===== config.mk =====
export PLATFORM = sky130hd
export DESIGN_NAME = uart_cmd_ctrl
export DESIGN_NICKNAME = d
export VERILOG_FILES = /design/src/rtl/uart_cmd_ctrl.sv
export SDC_FILE = /design/constraint.sdc
export NUM_CORES = 1
export LEC_CHECK = 0
export BUFFER_PORTS_ARGS = -buffer_cell sky130_fd_sc_hd__buf_4
export CAP_MARGIN = 30
export CORE_ASPECT_RATIO = 1.25
export CORE_UTILIZATION = 50
export CTS_CLUSTER_DIAMETER = 200
export DETAILED_ROUTE_END_ITERATION = 6
export PLACE_DENSITY = 0.7
export SYNTH_ARGS = -nofsm -noshare
export SYNTH_HDL_FRONTEND = slang
export SYNTH_SLANG_ARGS = --single-unit

===== constraint.sdc =====
create_clock -name clk -period 2.9 [get_ports clk]
set_clock_uncertainty 0.15 [all_clocks]
set_input_delay 0.145 -clock clk [delete_from_list [all_inputs] [get_ports clk]]
set_output_delay 0.145 -clock clk [all_outputs]
set_load 0.01 [all_outputs]

===== src/rtl/uart_cmd_ctrl.sv =====
// rtl/uart_cmd_ctrl.sv - 6-byte UART command-frame assembler with XOR checksum and inter-byte timeout
//
// Ports:
//   clk, rst            system clock, synchronous active-high reset
//   rx_ready, rx_data   one-cycle byte strobe and byte from the UART receiver
//   cmd_valid, cmd_ack  command handshake; cmd_valid held until cmd_valid & cmd_ack
//   cmd_op, cmd_addr    opcode and register address of the held command
//   cmd_data            {data_hi, data_lo} of the held command
//   busy                high whenever the FSM is not in IDLE
//   err_csum            one-cycle pulse: checksum byte did not match
//   err_timeout         one-cycle pulse: inter-byte gap exceeded TIMEOUT_CYCLES
//   err_overrun         one-cycle pulse: byte arrived while a command was held
module uart_cmd_ctrl #(
  parameter logic [7:0] SYNC_BYTE      = 8'hA5,
  parameter int         TIMEOUT_CYCLES = 100000,
  parameter int         TO_W           = 17
) (
  input  logic        clk,
  input  logic        rst,
  input  logic        rx_ready,
  input  logic [7:0]  rx_data,
  output logic        cmd_valid,
  input  logic        cmd_ack,
  output logic [7:0]  cmd_op,
  output logic [7:0]  cmd_addr,
  output logic [15:0] cmd_data,
  output logic        busy,
  output logic        err_csum,
  output logic        err_timeout,
  output logic        err_overrun
);

  typedef enum logic [2:0] {
    IDLE,
    GET_OP,
    GET_ADDR,
    GET_DHI,
    GET_DLO,
    GET_CSUM,
    HOLD
  } state_t;

  localparam logic [TO_W-1:0] TO_LAST = TO_W'(TIMEOUT_CYCLES - 1);

  state_t          state;
  logic [7:0]      op_q;
  logic [7:0]      addr_q;
  logic [7:0]      dhi_q;
  logic [7:0]      dlo_q;
  logic [7:0]      csum;
  logic [TO_W-1:0] to_cnt;
  logic            in_frame;

  assign in_frame = (state inside {GET_OP, GET_ADDR, GET_DHI, GET_DLO, GET_CSUM});

  always_ff @(posedge clk) begin
    if (rst) begin
      state       <= IDLE;
      busy        <= 1'b0;
      cmd_valid   <= 1'b0;
      cmd_op      <= 8'h00;
      cmd_addr    <= 8'h00;
      cmd_data    <= 16'h0000;
      err_csum    <= 1'b0;
      err_timeout <= 1'b0;
      err_overrun <= 1'b0;
      op_q        <= 8'h00;
      addr_q      <= 8'h00;
      dhi_q       <= 8'h00;
      dlo_q       <= 8'h00;
      csum        <= 8'h00;
      to_cnt      <= '0;
    end else begin
      err_csum    <= 1'b0;
      err_timeout <= 1'b0;
      err_overrun <= 1'b0;

      if (in_frame) begin
        if (rx_ready) begin
          // A byte landing on the terminal count still counts: checked before the timeout.
          to_cnt <= '0;
          case (state)
            GET_OP: begin
              op_q  <= rx_data;
              csum  <= csum ^ rx_data;
              state <= GET_ADDR;
            end
            GET_ADDR: begin
              addr_q <= rx_data;
              csum   <= csum ^ rx_data;
              state  <= GET_DHI;
            end
            GET_DHI: begin
              dhi_q <= rx_data;
              csum  <= csum ^ rx_data;
              state <= GET_DLO;
            end
            GET_DLO: begin
              dlo_q <= rx_data;
              csum  <= csum ^ rx_data;
              state <= GET_CSUM;
            end
            default: begin
              if (rx_data == csum) begin
                cmd_op    <= op_q;
                cmd_addr  <= addr_q;
                cmd_data  <= {dhi_q, dlo_q};
                cmd_valid <= 1'b1;
                state     <= HOLD;
              end else begin
                err_csum <= 1'b1;
                state    <= IDLE;
                busy     <= 1'b0;
              end
            end
          endcase
        end else if (to_cnt == TO_LAST) begin
          err_timeout <= 1'b1;
          to_cnt      <= '0;
          state       <= IDLE;
          busy        <= 1'b0;
        end else begin
          to_cnt <= to_cnt + 1'b1;
        end
      end else begin
        to_cnt <= '0;
        case (state)
          IDLE: begin
            if (rx_ready && rx_data == SYNC_BYTE) begin
              csum  <= 8'h00;
              state <= GET_OP;
              busy  <= 1'b1;
            end
          end
          HOLD: begin
            // The held command is never disturbed; incoming bytes are dropped and flagged.
            if (rx_ready) begin
              err_overrun <= 1'b1;
            end
            if (cmd_valid && cmd_ack) begin
              cmd_valid <= 1'b0;
              state     <= IDLE;
              busy      <= 1'b0;
            end
          end
          default: begin
            state     <= IDLE;
            busy      <= 1'b0;
            cmd_valid <= 1'b0;
          end
        endcase
      end
    end
  end

endmodule


* After elaboration in Yosys (flattened, before gate mapping)
Index checks and enable logic that the tools add are counted.
** Storage, ports and cells
- Flip-flop bits (word level) :: 97
- Output and inout port bits :: 37
- Logic and storage cells :: 89
** Cells by class
- Add/subtract/negate cells :: 1
- Equal/unequal tests :: 19
- Muxes and demuxes :: 29
- Bitwise gates (word level) :: 5
- Reductions and logical operators :: 20
** Operators with widths (number)
- two-way mux 8 bit :: 5
- two-way mux 3 bit :: 6
- adder 17 x 1 -> 17 bit, second input constant :: 1
- == test 17 bit, second input constant :: 1
- AND reduction 3 bit :: 5
- two-way mux 1 bit :: 14
- != test 3 bit, second input constant :: 4
- one-hot mux 3 bit (4 select lines) :: 1
- AND reduction 5 bit :: 2
- == test 3 bit, second input constant :: 3
- == test 8 bit :: 1
- == test 8 bit, second input constant :: 1
- != test 2 bit, second input constant :: 4
- AND reduction 4 bit :: 2
- OR reduction 4 bit :: 2
- XOR 8 bit :: 1
- OR reduction 7 bit :: 1
- == test 3 x 2 -> 1 bit, second input constant :: 2
- one-hot mux 3 bit (2 select lines) :: 1
- OR reduction 3 bit :: 2
- nonzero test 5 bit :: 1
- NOT 1 bit :: 4
- one-hot mux 1 bit (2 select lines) :: 2
- nonzero test 2 bit :: 2
- other kinds (5) :: 6

* Depth between registers and ports, before layout
Gate-level depths: netlist of the first run.
- Depth after elaboration :: 5
- Gate-level depth with buffers :: 8
- Mapped depth without buffers :: 6

* Worst setup path before layout of the first run
No wires, ideal clock.
- Kind :: flip-flop to flip-flop
- From :: register to_cnt[0]
- To :: register busy
- Library setup time :: 0.121 ns
- Arrival :: 1.887 ns
- Data required time :: 2.629 ns
- Slack :: 0.742 ns
- Cell stages (with the launch flop) :: 7
- Buffers on the path :: 0
- Clock period less this slack :: 2.158 ns
- Cell sequence :: dfxtp_1 > ha_1 > nand3_1 > or4_1 > o21a_1 > a311oi_2 > mux2_2
** Between the ends
- Longest elaborated chain between the ends :: 3
** Ends and longest elaborated chain
- start: declaration :: RTL line 51 : logic [TO_W-1:0] to_cnt;
- start signal: assignment :: RTL line 123 : to_cnt <= to_cnt + 1'b1;
- == test 17 bit :: RTL line 117 : end else if (to_cnt == TO_LAST) begin
- != test 3 x 2 -> 1 bit (no source line)
- AND reduction 5 bit (no source line)
- end signal: assignment :: RTL line 113 : busy <= 1'b0;
- end signal: assignment :: RTL line 121 : busy <= 1'b0;
- end signal: assignment :: RTL line 132 : busy <= 1'b1;
- end: declaration :: RTL line 27 : output logic busy,
No other way between the ends.
A chain may end at the register's enable or synchronous reset.

* Worst setup path after layout of the first run
- From :: register state[0]
- To :: register to_cnt[5]
** Between the ends
- Longest elaborated chain between the ends :: 4
- Elaborated cells between the ends (all ways) :: 8
** Ends and longest elaborated chain
- start: declaration :: RTL line 45 : state_t state;
- start signal: assignment :: RTL line 58 : state <= IDLE;
- start signal: assignment :: RTL line 86 : state <= GET_ADDR;
- start signal: assignment :: RTL line 91 : state <= GET_DHI;
- == test 3 x 1 -> 1 bit (tied with other cells) :: RTL line 54 : assign in_frame = (state inside {GET_OP, GET_ADDR, GET_DHI, GET_DLO, GET_CSUM});
- nonzero test 5 bit (*) :: RTL line 54
- NOT 1 bit (no source line) (*)
- OR reduction 4 bit (no source line) (*)
Every way passes the cells marked *; elsewhere a longest branch is shown, timed or not.

==> metrics list, run 1 <==
- Number of instances on the worst hold path: 2
- In the layout the commonest cells are 97 x dfxtp_1, 85 x nor2_1, 50 x buf_4, 48 x mux2i_1, 44 x nand2_1.
- The critical path contains buffers and inverters numbering 0 combined.
- Worst reg2reg path startpoint: state[0]
- The number of nets handed over by synthesis was 450.
- After detailed routing, the number of vias per cell comes to 5.21.
- The first detailed-routing pass ran for 5 iterations.
- Synth unique cells: 46
- The cell area that synthesis handed to floorplanning was 0.00401 mm2.
* Largest net degree at the start of global routing: 83
* Final estimated routing congestion in global placement: 0.806
* GRT Util Overall: 20.0%
- In this run, post-CTS hold repair placed 10 buffers.
- The synthesized design contains 0 enable-type register cells.
- The final-report hold violation count was 0.
* Flip-flop and latch count after synthesis: 97
- After clock tree synthesis, the clock-pin slew on the worst setup and hold paths is 0.09 ns.
- Period utilisation layout: 80.7%
- Remaining number of nets flagged by the antenna check after routing: 0
* Critical setup path kind: flip-flop to flip-flop
* Hold worst-path end: cmd_op[6]
- After synthesis, the share of cell area in mux cells is 12.3%.
- The die covers 0.00838 mm2.
- The routed layout has 3018 vias.
- Yosys warns: 0
* Buffer depth of the longest clock path: 2
- In this run the power density over the cells is 618 mW/mm2.
- Highest fanout seen on the critical path: 17
- Detailed placement finished with a half-perimeter wire length of 5150 um.
- The root buffer cell chosen for the clock tree is clkbuf_8.
- Share of layout cells above drive strength 1: 16.3%
- Setup repair after global routing left no endpoint under its margin.
* Final setup TNS: 0 ns
- MaxCap Viol Count: 0
- Antenna diode count: 0
- CTS H-tree lvls: 3
* Source-to-sink clock delay at the later pin of the worst-skew pair: 0.38 ns
- Wire segments on met2 add up to 3710 um in the final route.
- Proportion of synthesized chip area in sequential cells: 48.5%
* Path class of the lowest-slack min-delay path: input pin to flip-flop
* Post-synth top flop: dfxtp_1
* Max Slew Vio Count: 0
- Summed over all nets, wire length on met3 after detailed routing comes to 238 um.
- The first global-routing pass estimated 12800 um of wire.
- The startpoint identified for the worst hold timing path is rst.
- Port Buffer Count: 48
- I/O Pins: 49
- Height of the die: 102 um
* DRC errors left: 0
- Pleak: 0.00162 uW
- Grouping stages by cell kind, the critical path spends the most delay in simple AND/OR/NAND/NOR gates.
- The total area inside the core boundary comes to 0.00779 mm2.
* Final critical delay including setup and external delays: 2.34 ns
* Uppermost metal layer occupied by signal nets: met4
- Highest achievable clock rate: 428 MHz
* Largest family of logic cells by synthesized area: simple AND/OR/NAND/NOR gates
* Wirelength, routed: 7790 um
- Summing the areas of all compound-gate instances in the mapped netlist gives 7.28% of the synthesized area.
- The number of antenna violations at the first check in global routing came to 0.
* CTS tree: yes
- The design draws 2860 uW.
* Number of resized instances in the post-cts repair step: 0
- The worst setup path is captured at a flip-flop.
- Die Span X: 82.1 um
* Global-route congestion overflow total: 0
- Async S/R FF share, synth: 0%
- Clock buffer count from CTS: 9
* Pin slew with the least headroom to its limit: 0.808 ns
- Crit path largest cell delay: 0.84 ns
* Critical Path AT: 2.49 ns
- The synthesized netlist devotes 0.312% of its cell area to adder and majority cells.
- Of the total synthesized cell area, the portion taken by XOR and XNOR cells is 4.81%.
- Cell count after synthesis: 437
* M1 WL: 3720 um
* Cell depth of the worst flop-to-flop path: 4
- Average footprint of a synthesized cell: 9.17 um2
- Headroom to the max-slew limit came out at 46.1%.
- The signal on the critical path passes through or3_1 > nand2_1 > or4_1 > a21oi_1.
* Required time of the critical path: 3.05 ns
- Final setup violation count: 0
- The clock drives 97 sinks.
- The area growth from synthesis to layout is 15.6%.
- Among all stages on the critical path, the largest delay is contributed by or4_1.
- Total setup buffers inserted after CTS: 0
- Routed WL per cell: 13.4 um
* Category of the worst setup path launch point: flip-flop
- The initial utilization of the core area, before any placement, comes to 51.4%.
- Worst reg2reg setup slack: 0.56 ns
- Result of the run: complete, no violations
- Most common cell after layout, fill and taps aside: dfxtp_1
- Vias in the first global route: 2704
- Simple-gate portion of the synthesized area: 21.8%
* Starting DRT DRC Count: 176
- Count of nets after finishing: 492
- In this run the core area contains 36 standard-cell rows.
* Worst-case vdd ir drop: 0.385 mV
- End of the worst register-to-register path: to_cnt[5]
-- worst max path at each step --
stage | to | cells past startpoint | start | slack (ns)
final | to_cnt[5] | 4 | state[0] | 0.56
after global routing | to_cnt[12] | 4 | state[0] | 0.38
after CTS | cmd_op[1] | 8 | rx_data[0] | 0.57
after detailed placement | to_cnt[5] | 4 | state[0] | 0.58
after global placement | busy | 6 | to_cnt[0] | 0.66
after floorplan | busy | 6 | to_cnt[0] | 0.74
-- routing by layer --
metal  up-vias  track usage, %
li1       1562               -
met1      1402            25.8
met2        43            31.2
met3        11            4.64
met4         0            9.45
met5         -               0
-- synth_stat cells (8+ instances only) --
cell | n | area [um2]
nand4_1 | 9 | 56.3
o21ai_0 | 15 | 75.1
nor2_1 | 85 | 319
xor2_1 | 8 | 70.1
mux2i_1 | 48 | 480
nand3b_1 | 8 | 60.1
xnor2_1 | 14 | 123
dfxtp_1 | 97 | 1940
clkbuf_1 | 13 | 48.8
nand2_1 | 44 | 165
a21oi_1 | 30 | 150
-- logic make-up after synthesis --
logic type / after synthesis
flip-flops: 97
multiplexers: 49
AND/OR/NAND/NOR: 182
AO/OA/AOI/OAI: 52
buffers and inverters: 34
adder cells (fa/ha/maj): 1
XOR/XNOR: 22
-- flip-flops by register name, indices dropped and copies added (netlist names) --
signal and cells:
op_q 8, to_cnt 17, err_overrun 1, cmd_valid 1, addr_q 8, dlo_q 8, busy 1, err_csum 1
err_timeout 1, cmd_op 8, cmd_data 16, dhi_q 8, state 3, cmd_addr 8, csum 8
-- area by class of cell --
cell class | instances | area [um2]
clock buffers | 9 | 124
flip-flops and latches | 97 | 1940
repair buffers | 60 | 475
fillers | 703 | 3160
inverters | 5 | 18.8
multi-input cells | 306 | 1860
well taps | 95 | 119
clock inverters | 7 | 87.6
-- power by group --
part / switching (uW) / internal [uW] / total (uW) / leakage [uW]
Combinational: 284 / 201 / 486 / 0.000731
Clock: 500 / 416 / 916 / 0.000107
Sequential: 65.2 / 1400 / 1460 / 0.000783
Total: 849 / 2010 / 2860 / 0.00162
-- through the flow --
step           area [um2]  instances  hold slack, ns  util (%)  worst slack (ns)
2_1_floorplan        4010        437           0.179         -             0.742
3_3_place_gp         4320        553           0.290      55.4             0.656
3_5_place_dp         4320        553           0.299      55.4             0.576
4_1_cts              4630        579           0.170      59.4             0.572
5_1_grt              4630        579           0.207      59.4             0.378
6_report             4630        579           0.176      59.4             0.561
Power figures use the tool's default switching activity.
==> inputs of run 2 (changes only) <==
--- a/config.mk
+++ b/config.mk
@@ -11,7 +11,7 @@
 export CORE_UTILIZATION = 50
 export CTS_CLUSTER_DIAMETER = 200
 export DETAILED_ROUTE_END_ITERATION = 6
-export PLACE_DENSITY = 0.7
+export PLACE_DENSITY = 0.73
 export SYNTH_ARGS = -nofsm -noshare
 export SYNTH_HDL_FRONTEND = slang
 export SYNTH_SLANG_ARGS = --single-unit
==> constraint.sdc (replaced) <==
create_clock -name clk -period 2.1 [get_ports clk]
set_clock_uncertainty 0.15 [all_clocks]
set_input_delay 0.105 -clock clk [delete_from_list [all_inputs] [get_ports clk]]
set_output_delay 0.105 -clock clk [all_outputs]
set_load 0.01 [all_outputs]
==> run 2 against run 1 <==
  * First-iteration DRC count up 6.3%
  * Wire length increased by 16%
  * Largest cell class is now multi-input gates
  * Critical endpoint is now state[0]
  * Sequential power up 38%
  * Global-route usage increased by 2.3 points
  * Count of clock-buffer cells in the layout grew 1
  * Critical path depth rose by 2
  * Sequential share of layout area down 3.0 points
  * Highest routed layer unchanged
  * Clock power increased by 23%
  * The run now ends with setup timing left
  * Core utilization up 4.9 points
  * Worst hold slack worse by 0.15 ns
  * Worst setup slack got worse by 0.60 ns
==> metrics list, run 2 (synthesis results as in run 1) <==
- Synth-to-layout area growth: 25.0%
- Wirelength, routed: 9020 um (+16%)
- The total of max-cap violations was 0 (unchanged).
- Highest achievable clock rate: 467 MHz (+9.2%)
- Regs by FF count: to_cnt (17), cmd_data (16)
- The fraction of layout cells with a size suffix above 1 was 24.5% (+8.1 points).
- Path class of the lowest-slack min-delay path: input pin to flip-flop
- Fin area: 0.00501 mm2 (+8.2%)
- The die area is 0.00838 mm2 (unchanged).
- Met3 Track Usage GR: 3.39% (-1.3 points)
- The depth of the CTS H-tree came to 3 (unchanged).
- After global routing, the most crowded layer is met2.
- Final std cells w/o fill: 610 (+5.4%)
* Most common cell after layout, fill and taps aside: dfxtp_1
* FP Rows: 36 (unchanged)
- CP dominant cell by count: or4_4
- Family with the most delay on the worst path: simple AND/OR/NAND/NOR gates
- The remaining global-route overflow was 0 (unchanged).
- The height of the chip is 102 um (unchanged).
- Cell total after placement: 573 (+3.6%)
* Required time of the critical path: 2.25 ns (-0.80 ns)
* Final setup TNS: -0.0427 ns (-0.0427 ns)
* Pin slew with the least headroom to its limit: 0.848 ns (+0.0405 ns)
* Remaining number of nets flagged by the antenna check after routing: 0 (unchanged)
* Routed WL per cell: 14.8 um (+9.9%)
- Wire length of the first global-routing pass: 14100 um (+10%)
- Startpoint of the most critical setup path: to_cnt[0]
- Number of flip-flops under the largest register name: 17 (unchanged)
* Source-to-sink clock delay at the later pin of the worst-skew pair: 0.38 ns (about the same)
- The met1 capacity usage during global routing was 27.4% (+1.6 points).
- Total half-perimeter wirelength after legalization and detailed placement: 5750 um (+12%)
- Starting DRT DRC Count: 187 (+6.3%)
* RSZ-0062 raised after global routing: true
* Critical-path cell with the highest stage delay: or4_4
- Result of the run: finished with violations
* Port Buffer Count: 48 (unchanged)
- The global-route total usage across every layer is 22.3% (+2.3 points).
- Critical Path End Type: flip-flop
* Max Slew Vio Count: 0 (unchanged)
- Buffer depth of the longest clock path: 2 (unchanged)
* Slew HR: 43.4% (-2.7 points)
- Detailed-router iteration count before antenna repair: 4 (-1)
* Cell at the root of the clock tree: clkbuf_8
- CTS Sinks: 97 (unchanged)
- Commonest non-fill, non-tap cells in the layout: 91 x dfxtp_1, 85 x nor2_1, 71 x buf_4, 48 x mux2i_1, 44 x nand2_1
* DRC errors left: 0 (unchanged)
- The number of vias in the routed layout was 3253 (+7.8%).
- The share of the core filled with cells in the final layout came to 64.3% (+4.9 points).
- Post-DP Area: 0.00448 mm2 (+3.8%)
- Worst hold margin: 0.0294 ns (-0.146 ns)
- The final-report hold violation count is 0 (unchanged).
- Crit path buffers/inverters: 0 (unchanged)
- Final setup violation count: 1 (+1)
- The via count of the first global-routing pass is 2959 (+9.4%).
* I/O Pins: 49 (unchanged)
- Crit path cell chain: ha_4 > nand3_4 > or4_4 > o21a_4 > or4_4 > a21oi_2
* Final critical delay including setup and external delays: 2.14 ns (-0.196 ns)
- Worst reg2reg path startpoint: to_cnt[0]
- Crit path largest cell delay: 0.54 ns (-0.30 ns)
- The number of buffers created by CTS is 9 (unchanged).
- Largest net degree at the start of global routing: 48 (-42%)
* CTS clk-pin slew, worst paths: 0.10 ns (about the same)
- TritonCTS built the clock tree.
- Final worst-path setup slack: -0.0427 ns (-0.604 ns)
- Total power per unit cell area: 816 mW/mm2 (+32%)
- Startpoint of the most critical hold path: rx_data[3]
- The number of nets in the finished design was 523 (+6.3%).
- The effective utilization at floorplan is 51.4% (unchanged).
- The number of vias per cell after detailed routing came to 5.33 (+2.3%).
* GR Util met2: 36.9% (+5.7 points)
* Pleak: 0.00184 uW (+14%)
- The data arrival time of the critical path was 2.30 ns (-0.19 ns).
- The final weighted congestion in routability-driven placement is 0.823 (+2.2%).
- Critical setup path kind: flip-flop to flip-flop
- Category of the worst setup path launch point: flip-flop
- Highest fanout seen on the critical path: 5 (-12)
* Period utilisation layout: 102% (+21 points)
* Core region area: 0.00779 mm2 (unchanged)
- Counting flops per register, the top entry is to_cnt.
- The checks that failed: setup timing.
- The horizontal die dimension came to 82.1 um (unchanged).
- The worst voltage drop across the vdd grid was 0.517 mV (+34%).
* Antenna diode count: 0 (unchanged)
- The number of antenna violations at the first check in global routing was 0 (unchanged).
-- run 2: power breakdown --
group / internal [uW] / switching [uW] / leakage (uW) / total, uW
Clock: 447 / 685 / 0.0000896 / 1130
Combinational: 452 / 496 / 0.000970 / 948
Sequential: 1930 / 75.4 / 0.000785 / 2010
Total: 2830 / 1260 / 0.00184 / 4090
-- run 2: cell type report --
type	instances	area (um2)
fillers	661	2780
multi-input cells	306	1970
flip-flops and latches	97	1950
repair buffers	91	774
clock buffers	10	128
well taps	95	119
clock inverters	6	55.1
inverters	5	18.8
-- run 2: layer usage --
layer	part of all wire, %	routed length, um
met5	0	0
met4	2.6	235
met3	3.4	305
met2	50	4540
met1	44	3930
-- run 2: worst paths after layout --
kind | cells after the start | slack (ns) | to
worst max-delay path | 6 | -0.04 | state[0]
worst min register to register | 2 | 0.31 | addr_q[5]
worst max register to register | 6 | -0.04 | state[0]
worst min-delay path | 4 | 0.03 | dhi_q[3]
-- run 2: stage by stage --
stage	power [uW]	setup slack (ns)
5_1_grt	4300	-0.113
3_3_place_gp	2840	-0.0149
2_1_floorplan	2600	-0.000299
3_5_place_dp	2860	-0.0635
6_report	4090	-0.0427
4_1_cts	4010	-0.0394
-- run 2: worst register-to-register path, cell delays in order (launching register included) --
cell	delay [ns]
dfxtp_2	0.36
ha_4	0.15
nand3_4	0.07
or4_4	0.43
o21a_4	0.23
or4_4	0.54
a21oi_2	0.14
-- run 2: timing repair --
item / in CTS / in global routing
buffers inserted: 0 / 6
gates resized for setup: 8 / 26
pin swaps: 2 / 7
endpoints found under the hold margin: 55 / 0
cloned: 0 / 2
endpoints found under the setup margin: 3 / 36
hold buffers: 13 / 0
==> inputs of run 3 (changes only) <==
==> constraint.sdc (replaced) <==
create_clock -name clk -period 2.1 [get_ports clk]
set_clock_uncertainty 0.15 [all_clocks]
set_input_delay 0.105 -clock clk [delete_from_list [all_inputs] [get_ports clk]]
set_output_delay 0.105 -clock clk [all_outputs]
set_load 0.1 [all_outputs]
==> run 3 against run 2 <==
  * Design area decreased by 0.52%
  * Critical endpoint unchanged
  * Via count is 1.2% lower
  * The flow now finishes without violations
  * Combinational power increased by 7%
  * Final cell count unchanged
  * Worst setup slack improved by 0.044 ns
  * Largest cell class is now flip-flops and latches
  * Clock power up 5%
  * Global-route usage fell by 0.49 points
  * Register-to-register slack gained 0.04 ns
  * Flip-flop and latch count stayed put
  * Sequential share of layout area increased by 0.15 points
==> metrics list, run 3 (synthesis results as in run 1) <==
* Cell total after placement: 573 (unchanged)
- Period utilisation layout: 99.9% (-2.1 points)
- Total power per unit cell area: 843 mW/mm2 (+3.3%)
- The remaining global-route overflow was 0 (unchanged).
- The clock share of power is 28.3% (+0.6 points).
* CTS H-tree lvls: 3 (unchanged)
- The number of antenna violations at the first check in global routing came to 0 (unchanged).
- The data arrival time of the critical path came to 2.24 ns (-0.06 ns).
- Cell depth of the worst flop-to-flop path: 6 (unchanged)
- Max Slew Vio Count: 0 (unchanged)
- Height of the die: 102 um (unchanged)
- The number of standard-cell rows in the floorplan was 36 (unchanged).
* Number of instances on the worst hold path: 2 (-2)
- Buffer depth of the longest clock path: 2 (unchanged)
* Most common cell after layout, fill and taps aside: dfxtp_1
- The fraction of layout cells with a size suffix above 1 is 23.3% (-1.2 points).
- The leakage power figure is 0.00179 uW (-2.9%).
- Worst reg2reg path startpoint: to_cnt[1]
* Crit path largest cell delay: 0.48 ns (-0.06 ns)
* I/O Pins: 49 (unchanged)
- The run finished with clean final reports.
- Final std cells w/o fill: 610 (unchanged)
- The number of nets in the finished design was 523 (unchanged).
* CTS Sinks: 97 (unchanged)
- Startpoint of the most critical hold path: addr_q[5]
* CP dominant cell by count: or4_4
* Path class of the lowest-slack min-delay path: flip-flop to flip-flop
- In the layout the commonest cells are 93 x dfxtp_1, 85 x nor2_1, 74 x buf_4, 47 x mux2i_1, 44 x nand2_1.
- Critical Path End Type: flip-flop
- Final estimated routing congestion in global placement: 0.820 (-0.39%)
* Hold worst-path end: addr_q[5]
- Effective utilization at floorplan: 51.4% (unchanged)
- Avg Vias per Cell: 5.27 (-1.2%)
- The finished layout cell area is 0.00498 mm2 (-0.52%).
- From synthesis to final layout, the design area changed by 24.4%.
- The post-route setup TNS was 0 ns (+0.0427 ns).
* End of the worst register-to-register path: state[0]
- The worst voltage drop across the vdd grid came to 0.456 mV (-12%).
- The tightest slew margin relative to the limit came to 66.2% (+23 points).
- The average detailed-routed wire length per instance is 14.4 um (-2.3%).
- The root buffer cell chosen for the clock tree is clkbuf_8.
- The net switching power came to 1290 uW (+2.7%).
* Die Span X: 82.1 um (unchanged)
- The die area was 0.00838 mm2 (unchanged).
- The hold slack is 0.307 ns (+0.277 ns).
- Worst reg2reg setup slack: 0.001 ns (+0.04 ns)
- The detailed placement HPWL is 5520 um (-3.9%).
* Regs by FF count: to_cnt (17), cmd_data (16)
* MaxCap Viol Count: 0 (unchanged)
* Highest fanout seen on the critical path: 5 (unchanged)
* RSZ-0062 raised after global routing: true
- The largest net degree at the start of global routing was 43 (-10%).
* Wire length of the first global-routing pass: 13800 um (-1.7%)
- Starting DRT DRC Count: 165 (-12%)
- The combinational cell fraction of total power came to 24.1% (+0.9 points).
* Remaining number of nets flagged by the antenna check after routing: 0 (unchanged)
- Core region area: 0.00779 mm2 (unchanged)
- Source-to-sink clock delay at the later pin of the worst-skew pair: 0.36 ns (-0.02 ns)
- Switch share: 30.7% (about the same)
- Overall power of the completed layout: 4200 uW (+2.8%)
- The global-route total usage across every layer came to 21.8% (-0.49 points).
* CTS clk-pin slew, worst paths: 0.09 ns (about the same)
* Sequential fraction of design power: 47.7% (-1.4 points)
- Critical setup path kind: flip-flop to flip-flop
* Number of flip-flops under the largest register name: 17 (unchanged)
* Detailed-route via count: 3215 (-1.2%)
- STA classifies the critical path startpoint as a flip-flop.
* Post-DP Area: 0.00448 mm2 (about the same)
* Wirelength, routed: 8810 um (-2.3%)
- The final-report hold violation count was 0 (unchanged).
- Critical-path cell with the highest stage delay: or4_4
- The number of buffers created by CTS was 9 (unchanged).
* Final critical delay including setup and external delays: 2.10 ns (-0.0438 ns)
- Ranked by flip-flop count, first place goes to to_cnt.
- The number of detailed-routing iterations run before antenna repair was 4 (unchanged).
- Crit path cell chain: ha_4 > nand3_2 > or4_4 > o21a_4 > or4_4 > a21oi_2
- The number of diodes came to 0 (unchanged).
- The total of endpoints with negative setup slack in the final report came to 0 (-1).
* Required time of the critical path: 2.24 ns (about the same)
* Pin slew with the least headroom to its limit: 0.505 ns (-0.343 ns)
- TritonCTS built the clock tree.
* Port Buffer Count: 48 (unchanged)
- Highest achievable clock rate: 476 MHz (+2.1%)
- Internal power contribution: 2910 uW (+2.8%)
- Vias in the first global route: 2891 (-2.3%)
- The DRC violations left came to 0 (unchanged).
[run 3: how the worst max path moves through the flow]
| stage | endpoint | depth (start not counted) | slack (ns) | from |
|---|---|---|---|---|
| global route | busy | 6 | -0.07 | state[0] |
| detailed placement | busy | 6 | -0.11 | to_cnt[1] |
| finish | state[0] | 6 | 0.001 | to_cnt[1] |
| floorplan | busy | 6 | -0.0003 | to_cnt[0] |
| global placement | busy | 6 | -0.05 | to_cnt[0] |
| CTS | busy | 6 | -0.07 | to_cnt[1] |
[run 3: area by class of cell]
type	count	area, um2
inverters	5	18.8
flip-flops and latches	97	1950
clock inverters	4	33.8
well taps	95	119
fillers	644	2810
repair buffers	91	753
clock buffers	12	165
multi-input cells	306	1950
[run 3: per-stage QoR]
| step | utilization, % | setup slack (ns) |
|---|---|---|
| floorplan | - | -0.000299 |
| global placement | 57.5 | -0.0457 |
| detailed placement | 57.5 | -0.106 |
| CTS | 62.5 | -0.0702 |
| global route | 64.0 | -0.0697 |
| finish | 64.0 | 0.00110 |
[run 3: layer usage]
layer | vias up | global-route usage, % | wire length, um
li1 | 1613 | - | -
met4 | 0 | 7.29 | 216
met5 | - | 0 | 0
met2 | 72 | 37.3 | 4430
met3 | 21 | 4.82 | 346
met1 | 1509 | 26.7 | 3820
[run 3: worst max-delay path: cells and delay by family (launching register included)]
family	cells	cell delay [ns]
adder cells (fa/ha/maj)	1	0.14
flip-flops	1	0.37
AO/OA/AOI/OAI	2	0.38
AND/OR/NAND/NOR	3	0.99
[run 3: power groups by stage]
stage | clock (uW) | combinational [uW] | sequential (uW)
5_1_grt | 1280 | 1100 | 2020
2_1_floorplan | 0 | 576 | 2090
4_1_cts | 1200 | 949 | 2000
3_3_place_gp | 0 | 875 | 2030
6_report | 1190 | 1010 | 2000
3_5_place_dp | 0 | 881 | 2040
[run 3: repair_timing]
item                                    in CTS  in global routing
endpoints found under the hold margin       45                  0
pin swaps                                    3                  6
cloned                                       0                  2
hold buffers                                13                  0
resized for setup                            8                 12
setup buffers                                3                  4
endpoints found under the setup margin       3                 35
